==> src/rtl/shift_pkg.sv <==
// Shared types and helpers for the sequential right shifter.
package shift_pkg;

    typedef enum logic [1:0] {
        S_IDLE  = 2'd0,
        S_SHIFT = 2'd1,
        S_DONE  = 2'd2
    } shift_state_t;

    // Bits needed to index stages 0..s-1; never narrower than one bit.
    function automatic int stage_width(input int s);
        return (s <= 2) ? 1 : $clog2(s);
    endfunction

endpackage

==> src/rtl/shift_right_stage.sv <==
// One binary-weighted right-shift stage: shifts by 2^stage when enabled,
// filling the vacated top bits with the fill bit.
module shift_right_stage
    import shift_pkg::*;
#(
    parameter int N  = 32,
    parameter int S  = $clog2(N),
    parameter int CW = stage_width(S)
) (
    input  logic [N-1:0]  data,
    input  logic [CW-1:0] stage,
    input  logic          enable,
    input  logic          fill,
    output logic [N-1:0]  result
);

    logic [N-1:0] shifted [S];

    generate
        for (genvar gi = 0; gi < S; gi++) begin : g_stage
            localparam int W = 1 << gi;
            assign shifted[gi] = {{W{fill}}, data[N-1:W]};
        end
    endgenerate

    always_comb begin
        result = data;
        if (enable) begin
            for (int i = 0; i < S; i++) begin
                if (stage == CW'(i)) begin
                    result = shifted[i];
                end
            end
        end
    end

endmodule

==> src/rtl/shift_right_sequential.sv <==
// Multi-cycle logical/arithmetic right shifter: one binary-weighted stage per
// clock, fixed latency of S cycles, valid/ready on both sides.
module shift_right_sequential
    import shift_pkg::*;
#(
    parameter int N = 32,
    parameter int S = $clog2(N)
) (
    input  logic         clk,
    input  logic         rst,
    input  logic         i_valid,
    output logic         i_ready,
    input  logic [N-1:0] i_data,
    input  logic [S-1:0] i_shamt,
    input  logic         i_arith,
    output logic         o_valid,
    input  logic         o_ready,
    output logic [N-1:0] o_data,
    output logic         busy
);

    localparam int CW = stage_width(S);
    localparam logic [CW-1:0] LAST_STAGE = CW'(S - 1);

    shift_state_t  state_q, state_d;
    logic [CW-1:0] cnt_q, cnt_d;
    logic [N-1:0]  data_q, data_d;
    logic [S-1:0]  shamt_q, shamt_d;
    logic          arith_q, arith_d;

    logic [N-1:0]  stage_out;
    logic          stage_en;
    logic          fill_bit;

    // The MSB survives every right shift, so the current top bit is the
    // sign of the captured operand throughout the operation.
    assign fill_bit = arith_q & data_q[N-1];
    assign stage_en = shamt_q[cnt_q];

    shift_right_stage #(
        .N  (N),
        .S  (S),
        .CW (CW)
    ) u_stage (
        .data   (data_q),
        .stage  (cnt_q),
        .enable (stage_en),
        .fill   (fill_bit),
        .result (stage_out)
    );

    always_ff @(posedge clk or negedge rst) begin
        if (!rst) begin
            state_q <= S_IDLE;
            cnt_q   <= '0;
            data_q  <= '0;
            shamt_q <= '0;
            arith_q <= 1'b0;
        end else begin
            state_q <= state_d;
            cnt_q   <= cnt_d;
            data_q  <= data_d;
            shamt_q <= shamt_d;
            arith_q <= arith_d;
        end
    end

    always_comb begin
        state_d = state_q;
        cnt_d   = cnt_q;
        data_d  = data_q;
        shamt_d = shamt_q;
        arith_d = arith_q;
        unique case (state_q)
            S_IDLE: begin
                if (i_valid) begin
                    data_d  = i_data;
                    shamt_d = i_shamt;
                    arith_d = i_arith;
                    cnt_d   = '0;
                    state_d = S_SHIFT;
                end
            end
            S_SHIFT: begin
                data_d = stage_out;
                if (cnt_q == LAST_STAGE) begin
                    cnt_d   = '0;
                    state_d = S_DONE;
                end else begin
                    cnt_d = cnt_q + 1'b1;
                end
            end
            S_DONE: begin
                if (o_ready) begin
                    state_d = S_IDLE;
                end
            end
            default: begin
                state_d = S_IDLE;
                cnt_d   = '0;
            end
        endcase
    end

    // Handshake outputs depend on state alone; unknown encodings look idle.
    always_comb begin
        i_ready = 1'b0;
        o_valid = 1'b0;
        busy    = 1'b0;
        unique case (state_q)
            S_SHIFT: busy = 1'b1;
            S_DONE: begin
                busy    = 1'b1;
                o_valid = 1'b1;
            end
            default: i_ready = 1'b1;
        endcase
    end

    assign o_data = data_q;

endmodule

==> config.mk <==
export PLATFORM = sky130hd
export DESIGN_NAME = shift_right_sequential
export DESIGN_NICKNAME = d
export VERILOG_FILES = /design/src/rtl/shift_pkg.sv /design/src/rtl/shift_right_stage.sv /design/src/rtl/shift_right_sequential.sv
export SDC_FILE = /design/constraint.sdc
export NUM_CORES = 1
export LEC_CHECK = 0
export ABC_AREA = 1
export BUFFER_PORTS_ARGS = -buffer_cell sky130_fd_sc_hd__buf_2
export CORE_MARGIN = 1.5
export CORE_UTILIZATION = 35
export CTS_CLUSTER_SIZE = 14
export DETAILED_ROUTE_END_ITERATION = 16
export GPL_TIMING_DRIVEN = 0
export SYNTH_ARGS = -nofsm -noshare
export SYNTH_HDL_FRONTEND = slang
export SYNTH_SLANG_ARGS = --single-unit
==> constraint.sdc <==
create_clock -name clk -period 2 [get_ports clk]
set_clock_uncertainty 0.1 [all_clocks]
set_input_delay 0.1 -clock clk [delete_from_list [all_inputs] [get_ports clk]]
set_output_delay 0.1 -clock clk [all_outputs]
set_load 0.01 [all_outputs]
==> run metrics <==
Port Buffers 76; count leader, synth sky130_fd_sc_hd__nand2_1; number of antenna violations at the first check in global routing 0; setup slack of the worst register-to-register path 0.07 ns; depth of the most critical reg-to-reg path 12; worst stage delay on the critical path 0.40 ns; cell type with the highest aggregate area in the netlist sky130_fd_sc_hd__nand2_1; number of hold-slack violations in the final timing report 0; WHS 0.00971 ns; post-layout net count 767; share of the yosys chip area belonging to registers 30.0%; gate count after technology mapping 600; # DRC 0; top-area cell type share of the netlist area 31.0%; total placed cells including tap cells 809; Cell Area, Synth 3580 um^2; Syn-to-layout area delta 31.7%; H-tree Lvls 2; Avg WL per Cell 16.3 um; reg-to-reg critical path endpoint o_data[30]; number of maximum-capacitance constraint violations 0; synth cell count leaders 296 x sky130_fd_sc_hd__nand2_1, 63 x sky130_fd_sc_hd__nand3_1, 43 x sky130_fd_sc_hd__dfrtp_1; WS Path Type reg2reg; reg2reg start cnt_q[2]; share of cell area taken by muxes after synthesis 0.629%; vias after detailed routing 4352; total wirelength of the detailed-routed design 13800 um; final max-slew violation count 0; source of the worst hold timing path i_data[21]; Synth Area in XOR/XNOR 0%; sort of element at the end of the critical path flip-flop; width of the die 104 um; Worst-path clk slew 0.09 ns; Pre-antenna DRT Iters 5; dpl cell area 4130 um^2; worst rel slew slack 29.6%; register bit total from synthesis 43; post-route cell area 4720 um^2; path class of the lowest-slack min-delay path in2reg; Worst Tran Pin Value 1.06 ns; wire length of the first global-routing pass 21700 um; core region area 9860 um^2; later-pin clock latency in the skew report 0.30 ns; max frequency 517 MHz; top fanout value on the critical path 10; Req. time, crit path 2.14 ns; routability cong. 0.932; Post-synth top flop sky130_fd_sc_hd__dfrtp_1; most repeated library cell on the critical path sky130_fd_sc_hd__nand2_1; Critical Path Slowest Stage Cell sky130_fd_sc_hd__dfrtp_2; share of layout cells above drive strength 1 23.0%; reported leakage power 2.68 nW; net count of the mapped netlist 651; DIE AREA 10900 um^2; critical path launch point cnt_q[2]; clock buffer count from CTS 5; worst vdd rail ir drop 0.823 mV; post-route minimum period 1.93 ns; post-detailed-route via-to-cell ratio 5.12; syn_area_per_cell 5.97 um^2; starting density of the core 36.3%; compound-gate portion of the synthesized area 9.50%; count of distinct cell types in the synthesized netlist 28; count of warnings emitted by yosys 0; aggregate global routing overflow 0; adder-cell area share of the yosys netlist 3.14%; Simple-Gate Fraction of Synth Area 47.3%; number of synthesized flops with an enable pin 0; largest net degree at the start of global routing 44; vias in the first global route 4060; last element of the critical path o_data[30]; Post-DP HPWL 9550 um; crit path setup slack, layout 0.0664 ns; Die Ht 104 um; startpoint type of the worst setup path flip-flop; buffer levels on the longest clock path 2; # rows 36; number of top-level design ports 77; ratio of final minimum period to clock period 96.7%; worst-path cell chain inv_4 -> buf_8 -> buf_12 -> ha_4 -> inv_6 -> buf_8 -> nand2_1 -> nor2_1 -> nand3_1 -> a21oi_2 -> nand2_1 -> nand2_1; share of flip-flops with an asynchronous set or reset 100%; combinational family with the most area after synthesis simple AND/OR/NAND/NOR gates; Area contributors post-synth sky130_fd_sc_hd__nand2_1 31%, sky130_fd_sc_hd__dfrtp_1 30%, sky130_fd_sc_hd__nand3_1 8.8%; run status finished clean; Critical Path AT 2.08 ns; count of nets left with antenna violations after detail routing 0; clock sink count 43; Inserted Diodes 0; global-route total usage across every layer 25.1%; Root Driver sky130_fd_sc_hd__clkbuf_8; total of endpoints with negative setup slack in the final report 0; DP Worst Slack -0.409 ns; power density of the placed cells 1600 nW/um^2; CTS tree built; non-filler instance count after layout 850; initial drt markers 394
## stage by stage
step / power (mW) / utilization (%) / setup TNS, ns
floorplan: 4.70 / - / 0
global placement: 6.17 / 41.9 / -10.35
detailed placement: 6.22 / 41.9 / -10.47
CTS: 7.00 / 45.3 / -0.00888
global route: 8.18 / 47.8 / -0.195
finish: 7.53 / 47.8 / 0
## registers in the layout (all words and copies together) (netlist names)
name and flops:
o_data 32, shamt_q 5, state_q 2, arith_q 1
cnt_q 3
## where the power goes
group	leakage (nW)	switching (mW)	internal, mW
Combinational	2.10	3.10	1.91
Sequential	0.531	0.630	1.28
Clock	0.0482	0.323	0.280
## cell type report
cell class | instances | area (um^2)
fillers | 1048 | 5150
multi-input cells | 485 | 2240
flip-flops and latches | 43 | 1080
repair buffers | 109 | 698
plain buffers | 33 | 275
well taps | 133 | 166
inverters | 39 | 163
clock buffers | 7 | 86.3
clock inverters | 1 | 5.00
## kinds of logic (layout without fill, tap and decap cells)
logic type,after synthesis,count (layout)
compound gates,62,62
simple gates,412,412
fa+ha+maj,9,9
buf+inv,72,189
mux,2,2
flops,43,43
## cells in the final DEF (no fill, tap or decap), types with 2 or more instances in the layout
cell type	instances
sky130_fd_sc_hd__nand2_1	294
sky130_fd_sc_hd__clkbuf_1	2
sky130_fd_sc_hd__nand3_1	63
sky130_fd_sc_hd__ha_1	7
sky130_fd_sc_hd__a21oi_1	22
sky130_fd_sc_hd__o21ai_0	24
sky130_fd_sc_hd__buf_2	86
sky130_fd_sc_hd__clkbuf_4	3
sky130_fd_sc_hd__dfrtp_1	40
sky130_fd_sc_hd__buf_4	21
sky130_fd_sc_hd__ha_4	2
sky130_fd_sc_hd__o21ai_1	2
sky130_fd_sc_hd__buf_8	3
sky130_fd_sc_hd__nor2_1	42
sky130_fd_sc_hd__dlygate4sd3_1	16
sky130_fd_sc_hd__a22oi_1	9
sky130_fd_sc_hd__dfrtp_2	3
sky130_fd_sc_hd__inv_2	3
sky130_fd_sc_hd__inv_4	4
sky130_fd_sc_hd__clkbuf_2	2
sky130_fd_sc_hd__buf_6	7
sky130_fd_sc_hd__nand2_2	3
sky130_fd_sc_hd__inv_1	30
sky130_fd_sc_hd__mux2_2	2
sky130_fd_sc_hd__clkinv_2	2
sky130_fd_sc_hd__buf_12	2
sky130_fd_sc_hd__nor2_4	4
sky130_fd_sc_hd__clkbuf_8	6
sky130_fd_sc_hd__nand2_4	3
## what timing repair did
action,in CTS,in global routing
endpoints found under the hold margin,58,0
cloned,0,4
endpoints found under the setup margin,32,33
hold buffers,16,0
gates resized for setup,26,49
buffers inserted,2,11
pin swaps,0,7
## routing by layer
metal,vias to the layer above,track usage (%),share of wire [%]
li1,2120,-,-
met1,1976,34.3,43
met2,219,40.0,45
met3,37,3.63,8.2
met4,0,10.0,3.3
met5,-,0,0
## critical path, delay by kind of cell (launching register included)
| kind | cells | cell delay, ns |
|---|---|---|
| buf+inv | 5 | 0.55 |
| simple gates | 5 | 0.43 |
| compound gates | 1 | 0.19 |
| fa+ha+maj | 1 | 0.19 |
| flops | 1 | 0.40 |
## how the worst min path moves through the flow
| stage | slack, ns | cells past startpoint | endpoint |
|---|---|---|---|
| global placement | 0.23 | 1 | o_data[25] |
| CTS | 0.004 | 5 | o_data[5] |
| global route | 0.02 | 5 | o_data[7] |
| finish | 0.01 | 5 | o_data[21] |
| detailed placement | 0.24 | 2 | shamt_q[4] |
| floorplan | -0.30 | 0 | arith_q |
No activity file was read; power rests on OpenSTA's default activity.
